$ cat src/rtl/adder_pkg.sv
// Shared widths and types for the half_adder result path.
package adder_pkg;

   localparam int OPND_W = 9;
   localparam int SUM_W  = 10;
   localparam int ACC_W  = 16;

   typedef logic [SUM_W-1:0] sum_t;

endpackage

$ cat src/rtl/result_fifo.sv
// Synchronous FIFO for adder_result_sink: storage, wrapping pointers and a
// separate occupancy count with registered full/empty flags.
module result_fifo
   import adder_pkg::*;
#(
   parameter int DATA_W = SUM_W,
   parameter int DEPTH  = 4,
   parameter int CNT_W  = $clog2(DEPTH) + 1
) (
   input  logic              clk,
   input  logic              rst,
   input  logic              push,
   input  logic              pop,
   input  logic [DATA_W-1:0] wdata,
   output logic [DATA_W-1:0] head,
   output logic [CNT_W-1:0]  count,
   output logic              full,
   output logic              empty
);

   localparam int PTR_W = $clog2(DEPTH);

   logic [DATA_W-1:0] mem [DEPTH];

   logic [PTR_W-1:0] wr_ptr_q, wr_ptr_d;
   logic [PTR_W-1:0] rd_ptr_q, rd_ptr_d;
   logic [CNT_W-1:0] count_q, count_d;
   logic             full_q, full_d;
   logic             empty_q, empty_d;

   always_comb begin
      // NOTE: every signal gets a default before any branch so no latch is inferred.
      wr_ptr_d = wr_ptr_q;
      rd_ptr_d = rd_ptr_q;
      count_d  = count_q;
      if (push) begin
         wr_ptr_d = wr_ptr_q + PTR_W'(1);
      end
      if (pop) begin
         rd_ptr_d = rd_ptr_q + PTR_W'(1);
      end
      case ({push, pop})
         2'b10:   count_d = count_q + CNT_W'(1);
         2'b01:   count_d = count_q - CNT_W'(1);
         default: count_d = count_q;
      endcase
      full_d  = (count_d == CNT_W'(DEPTH));
      empty_d = (count_d == '0);
   end

   always_ff @(posedge clk) begin
      // NOTE: non-blocking assignments so every flop samples pre-edge values.
      if (rst) begin
         wr_ptr_q <= '0;
         rd_ptr_q <= '0;
         count_q  <= '0;
         full_q   <= 1'b0;
         empty_q  <= 1'b1;
      end else begin
         wr_ptr_q <= wr_ptr_d;
         rd_ptr_q <= rd_ptr_d;
         count_q  <= count_d;
         full_q   <= full_d;
         empty_q  <= empty_d;
      end
   end

   // NOTE: storage is deliberately not reset; count and pointers alone decide
   // which words are valid, and the head is gated to 0 when empty.
   always_ff @(posedge clk) begin
      if (push) begin
         mem[wr_ptr_q] <= wdata;
      end
   end

   assign head  = empty_q ? '0 : mem[rd_ptr_q];
   assign count = count_q;
   assign full  = full_q;
   assign empty = empty_q;

endmodule

$ cat src/rtl/adder_result_sink.sv
// Receive buffer for the half_adder result stream: drop-on-full capture with a
// sticky overflow flag; optional saturating accumulator under RESULT_SINK_ACC_EN.
module adder_result_sink
   import adder_pkg::*;
#(
   parameter int DATA_W = SUM_W,
   parameter int DEPTH  = 4,
   parameter int CNT_W  = $clog2(DEPTH) + 1
) (
   input  logic              clk,
   input  logic              rst,
   input  logic              in_valid,
   input  logic [DATA_W-1:0] data_in,
   output logic              out_valid,
   input  logic              out_ready,
   output logic [DATA_W-1:0] data_out,
   output logic [CNT_W-1:0]  count,
   output logic              full,
   output logic              empty,
   input  logic              clr_ovf,
`ifdef RESULT_SINK_ACC_EN
   output logic [ACC_W-1:0]  acc_sum,
   output logic              acc_sat,
`endif
   output logic              overflow
);

   logic push;
   logic pop;
   logic drop;
   logic fifo_full;
   logic fifo_empty;
   logic overflow_q, overflow_d;

   result_fifo #(
      .DATA_W (DATA_W),
      .DEPTH  (DEPTH),
      .CNT_W  (CNT_W)
   ) u_fifo (
      .clk   (clk),
      .rst   (rst),
      .push  (push),
      .pop   (pop),
      .wdata (data_in),
      .head  (data_out),
      .count (count),
      .full  (fifo_full),
      .empty (fifo_empty)
   );

   // A pop frees a slot in the same cycle, so a full FIFO still accepts a beat.
   always_comb begin
      out_valid  = !fifo_empty;
      pop        = out_valid && out_ready;
      push       = in_valid && (!fifo_full || pop);
      drop       = in_valid && fifo_full && !pop;
      overflow_d = overflow_q;
      if (drop) begin
         overflow_d = 1'b1;
      end else if (clr_ovf) begin
         overflow_d = 1'b0;
      end
   end

   always_ff @(posedge clk) begin
      if (rst) begin
         overflow_q <= 1'b0;
      end else begin
         overflow_q <= overflow_d;
      end
   end

   assign full     = fifo_full;
   assign empty    = fifo_empty;
   assign overflow = overflow_q;

`ifdef RESULT_SINK_ACC_EN
   localparam int EXT_W = ((DATA_W > ACC_W) ? DATA_W : ACC_W) + 1;
   localparam logic [EXT_W-1:0] ACC_MAX = EXT_W'({ACC_W{1'b1}});

   logic [EXT_W-1:0] acc_ext;
   logic [ACC_W-1:0] acc_sum_q, acc_sum_d;
   logic             acc_sat_q, acc_sat_d;

   always_comb begin
      acc_sum_d = acc_sum_q;
      acc_sat_d = acc_sat_q;
      acc_ext   = EXT_W'(acc_sum_q) + EXT_W'(data_in);
      if (push) begin
         if (acc_ext > ACC_MAX) begin
            acc_sum_d = {ACC_W{1'b1}};
            acc_sat_d = 1'b1;
         end else begin
            acc_sum_d = acc_ext[ACC_W-1:0];
         end
      end
   end

   always_ff @(posedge clk) begin
      if (rst) begin
         acc_sum_q <= '0;
         acc_sat_q <= 1'b0;
      end else begin
         acc_sum_q <= acc_sum_d;
         acc_sat_q <= acc_sat_d;
      end
   end

   assign acc_sum = acc_sum_q;
   assign acc_sat = acc_sat_q;
`endif

endmodule

$ cat config.mk
export PLATFORM = sky130hd
export DESIGN_NAME = adder_result_sink
export DESIGN_NICKNAME = d
export VERILOG_FILES = /design/src/rtl/adder_pkg.sv /design/src/rtl/result_fifo.sv /design/src/rtl/adder_result_sink.sv
export SDC_FILE = /design/constraint.sdc
export NUM_CORES = 1
export LEC_CHECK = 0
export CORE_AREA = 2 2 61 75
export CTS_CLUSTER_SIZE = 40
export DETAILED_ROUTE_END_ITERATION = 6
export DIE_AREA = 0 0 63 77
export PLACE_DENSITY = 0.75
export SYNTH_ARGS = -nofsm -noshare
export SYNTH_HDL_FRONTEND = slang
export SYNTH_HIERARCHICAL = 1
export SYNTH_SLANG_ARGS = --single-unit
export TNS_END_PERCENT = 100
$ cat constraint.sdc
create_clock -name clk -period 3.1 [get_ports clk]
set_input_delay 0.62 -clock clk [delete_from_list [all_inputs] [get_ports clk]]
set_output_delay 0.62 -clock clk [all_outputs]
set_load 0.05 [all_outputs]
* Word level (Yosys, flattened, before mapping)
Memories as Yosys holds them, arrays and structs flattened. A register that Yosys moved wholly into a read port is not among the register bits.
Cells that the tools add are included.
** Word-level totals
- Bits in read-only memories :: 0
- Memories :: 1
- Logic and storage cells :: 32
- Memory bits (writable) :: 40
- Latch bits :: 0
- Bits of input ports :: 15
- Bits in registers :: 10
- Output and inout port bits :: 17
** Operators by class
- Equality and inequality tests :: 3
- Order comparisons :: 0
- Reduce and logical (&&, ||, !) cells :: 10
- Div/mod/pow operators :: 0
- Bitwise gates (word level) :: 0
- Muxes and demuxes :: 8
- Shift-type cells :: 0
- $mul :: 0
- Add/subtract/negate cells :: 4
** Memory list
- u_fifo.mem :: words 4, width 10, read ports 1, clocked after memory_dff 1, wr ports 1, RTL line result_fifo.sv:23 : logic [DATA_W-1:0] mem [DEPTH];
** Operators with widths (count)
- 10-bit 2-to-1 mux :: 1
- 3-bit case mux with 2 select lines :: 1
- 2-bit by 1-bit adder with 2-bit output, second input constant :: 2
- 1-bit logical AND :: 4
- 1-bit 2-to-1 mux :: 4
- 2-bit 2-to-1 mux :: 2
- 3-bit by 1-bit adder with 3-bit output, second input constant :: 1
- 3-bit == test, second input constant :: 1
- 1-bit logical NOT :: 3
- 3-bit logical NOT :: 1
- 3-bit by 1-bit subtractor with 3-bit output, second input constant :: 1
- 2-bit by 1-bit == test with 1-bit output, second input constant :: 1
- 2-bit == test, second input constant :: 1
- 2-bit nonzero test :: 1
- 1-bit logical OR :: 1

* Logic depth before layout (Yosys ltp)
- Depth after elaboration :: 7
- Gate-level depth with buffers :: 9
- Depth with buffers taken out :: 9

* Modules after synthesis
The synthesis kept the hierarchy.
** Modules (own cells, without submodules)
- result_fifo :: cells each 114, seq. area each 1421.4 sq um, instances 1, area each 2020.7 sq um
- adder_result_sink :: cells each 8, seq. area each 20.0 sq um, instances 1, area each 65.1 sq um

* Worst setup path after synthesis
No wires, ideal clock.
- Kind :: register -> register
- Start point :: register u_fifo.empty_q, in the netlist u_fifo/empty
- End point :: register u_fifo.empty_q, in the netlist u_fifo/empty
- Setup time :: 116 ps
- Stages on the path, launching flop included :: 10
- Period minus slack after synthesis :: 2859 ps
- Path slack :: 241 ps
- Path buffers :: 0
- Required time :: 2984 ps
- Data arrival time :: 2743 ps
- Cells stage by stage :: dfxtp_1 -> nand2b_4 -> a21boi_0 -> inv_1 -> ha_1 -> inv_1 -> fa_1 -> xor2_1 -> or4_4 -> and3_1
** Between the ends
- Word-level cells in the longest chain between the ends :: 7
- Elaborated cells between the ends (all ways) :: 8
- Classes of those cells :: eq/ne: 2; mux: 1; reduce/logical: 5
** RTL lines
- from (decl) :: RTL line result_fifo.sv:29 : logic empty_q, empty_d;
- from (signal assigned) :: RTL line result_fifo.sv:64 : empty_q <= empty_d;
- 1-bit logical NOT * :: RTL line adder_result_sink.sv:53 : out_valid = !fifo_empty;
- 1-bit logical AND * :: RTL line adder_result_sink.sv:54 : pop = out_valid && out_ready;
- 1-bit logical OR * :: RTL line adder_result_sink.sv:55 : push = in_valid && (!fifo_full || pop);
- 1-bit logical AND * :: RTL line adder_result_sink.sv:55
- net push :: RTL line adder_result_sink.sv:28 : logic push;
- 2-bit by 1-bit == test with 1-bit output or 2-bit == test (tied branches) :: RTL line result_fifo.sv:42 : case ({push, pop})
- 3-bit case mux with 2 select lines * :: RTL line result_fifo.sv:42
- 3-bit logical NOT * :: RTL line result_fifo.sv:48 : empty_d = (count_d == '0);
Mark *: on every way through the listed nets, which the timed path passes. The rest lies on a longest branch.
A chain may end at the register's enable or synchronous reset.

==> impl_metrics.csv <==
group,metric,value,unit
run_status,outcome,"finished clean",
yosys,syn_avg_cell_area,17.1,µm²
sta,max_slew_margin,0.633,
sta,period_minus_slack,2.84,ns
global_routing,grt_pass1_wl,5710,µm
yosys,synth_nets,143,
power_and_ir_drop,swShare,0.351,
critical_path,ff2ff_path_depth,9,
detailed_routing,vias,1104,
clock_tree,cts-root-buf,"clkbuf_8",
sta,drv_slew,0,
yosys,seq_area_frac_synth,0.691,
placed_design,port_buffers,31,
detailed_routing,wl_per_cell,15.6,µm
power_and_ir_drop,total_power,0.00201,W
sta,tns,0,ns
power_and_ir_drop,p_leak,0.878,nW
critical_path,startpoint_type,"flop",
floorplan,chipWidth,63,µm
clock_tree,cts_resized,0,
layout,final_cell_mix,"40 x edfxtp_1, 31 x clkdlybuf4s50_1, 12 x dfxtp_1",
global_routing,gr-usage-met1,0.177,
critical_path,slowest_delay,0.72,ns
critical_path,crit_type,"reg -> out",
power_and_ir_drop,pwr-share-clk,0.187,
layout,nFillCells,336,
hold_path,worstHoldPathType,"reg -> reg",
yosys,ys.warnings.count,6,
critical_path,r2r-start,"u_fifo/empty$_SDFF_PP1_",
power_and_ir_drop,power_density,791,nW/µm²
critical_path,critPathRequiredTime,2.48,ns
critical_path,worstPathCellList,"buf_4 > mux4_2 > nor2b_1 > clkdlybuf4s50_1",
detailed_routing,drtPass1Iterations,4,
yosys,netlist_instances,122,
sta,max_freq,0.353,GHz
run,maxCapViolCount,0,
sta,finalClockSkew,0.00572,ns
global_routing,antenna_found_initial,0,
layout,final_util,0.616,
yosys,async_reset_ff_frac,0,
floorplan,num_io_pins,32,
detailed_routing,drc,0,
power_and_ir_drop,p_sw,0.000706,W
sta,fin_crit_sh,0.915,
global_routing,grt_overflow,0,
floorplan,die_area,4850,µm²
sta,rsz0062_at_grt,"no",
floorplan,core-area,4130,µm²
floorplan,die_h,77,µm
layout,area_growth,22.0,%
floorplan,num_rows,26,
sta,hold_ws,0.541,ns
critical_path,cp_slowest_cell,"clkdlybuf4s50_1",
yosys,synth.distinct_cells,26,
layout,num-nets-final,180,
global_routing,use_met2,0.279,
critical_path,endpoint_kind,"primary output",
clock_tree,post_cts_buffers,0,
global_routing,grt_usage,0.157,
clock_tree,cts_hold_buf,0,
global_routing,use_met3,0.0484,
layout,mostFrequentLayoutCell,"edfxtp_1",
clock_tree,clkSinkCount,52,
yosys,ys.flop_type,"edfxtp_1",
clock_tree,path_clk_slew,0.08,ns
detailed_routing,finalWirelength,3370,µm
critical_path,critical_path_arrival,2.22,ns
sta,setup_viol,0,
critical_path,crit_fanout,10,
placed_design,gp_congestion,0.671,
hold_path,hold_depth,2,
hold_path,holdCritStartpoint,"overflow$_SDFFE_PP0P_",
floorplan,start_util,0.505,
layout,antenna_cells,0,
clock_tree,clk_path_buf_depth,2,
clock_tree,clock_latency,0.29,ns
detailed_routing,vias_per_cell,5.11,
power_and_ir_drop,irDropWorstVdd,0.000446,V
sta,hold_viol_final,0,
global_routing,grt_max_degree,15,
detailed_routing,initialDrtViolationCount,32,
global_routing,busiest_layer,"met2",
detailed_routing,final_antenna_net_count,0,
power_and_ir_drop,comb_power_share,0.366,
yosys,synth_seq_cells,52,
clock_tree,htreeDepth,2,
power_and_ir_drop,seq_power_share,0.447,
clock_tree,cts_made_buffers,5,
sta,worst_pin_slew,0.551,ns
critical_path,reg2reg_slack,0.50,ns
power_and_ir_drop,internal-power,0.00131,W
global_routing,grt_pass1_vias,1220,
yosys,synth_area,2090,µm²
yosys,synth-edff-count,40,
layout,drive_gt1_frac,0.125,
clock_tree,cts_tree,"yes",
placed_design,dpl.hpwl,2380,µm
state kept, by name, indices dropped and copies added, names as in the netlist, named ones only:
name             count
u_fifo/wr_ptr_q      2
u_fifo/mem          40
u_fifo/rd_ptr_q      2
overflow             1
u_fifo/empty         1
u_fifo/count         3
u_fifo/full          1
final timing paths:
path	to
worst max-delay path	data_out[1]
worst min register to register	overflow$_SDFFE_PP0P_
worst min-delay path	overflow$_SDFFE_PP0P_
worst max register to register	u_fifo/empty$_SDFF_PP1_
area by class of cell:
cell class                      count  area [µm²]  share of cell area
Timing Repair Buffer               33         325               0.128
Sequential cell                    52        1440               0.567
Inverter                            9        33.8              0.0133
Multi-Input combinational cell     58         583               0.229
Tap cell                           56        70.1              0.0275
Clock buffer                        8        90.1              0.0354
per-stage QoR:
step | cell area, µm² | std cells | setup slack, ns
2_1_floorplan | 2090 | 122 | 0.241
3_3_place_gp | 2450 | 208 | 0.184
3_5_place_dp | 2450 | 208 | 0.118
4_1_cts | 2540 | 216 | 0.228
5_1_grt | 2540 | 216 | 0.133
6_report | 2540 | 216 | 0.263
worst max-delay path: cells and delay by family (launching register included):
family / cells / cell delay, ns
flip-flops: 1 / 0.31
multiplexers: 1 / 0.52
buffers and inverters: 2 / 0.95
AND/OR/NAND/NOR: 1 / 0.14
cell usage after synthesis (all sizes together), types with 2 or more instances:
| master | number | area (µm²) |
|---|---|---|
| buf | 2 | 22.5 |
| xor2 | 3 | 26.3 |
| nor2 | 7 | 26.3 |
| and2 | 4 | 25.0 |
| a21oi | 2 | 10.0 |
| mux4 | 10 | 225 |
| nor2b | 11 | 68.8 |
| inv | 9 | 33.8 |
| nand2 | 2 | 7.51 |
| dfxtp | 12 | 240 |
| edfxtp | 40 | 1200 |
| xnor2 | 2 | 17.5 |
| ha | 5 | 62.6 |
cell families after synthesis:
kind of cell | after synthesis | synth area share
buf+inv | 12 | 0.0294
compound gates | 7 | 0.0228
fa+ha+maj | 6 | 0.0396
flops | 52 | 0.691
mux | 11 | 0.113
xor+xnor | 5 | 0.0210
simple gates | 29 | 0.0834
power groups by stage:
stage          Clock (W)  Combinational, W  Sequential [W]
2_1_floorplan          0          0.000453        0.000971
3_3_place_gp           0          0.000731        0.000911
3_5_place_dp           0          0.000745        0.000917
4_1_cts         0.000382          0.000747        0.000902
5_1_grt         0.000409          0.000784        0.000912
6_report        0.000376          0.000737        0.000899
metal layers:
metal | part of all wire | up-vias
met5 | 0 | -
met4 | 0.013 | 0
met3 | 0.045 | 5
met2 | 0.53 | 33
met1 | 0.41 | 546
li1 | - | 520
Note: power is estimated with default switching activity, not from simulation.
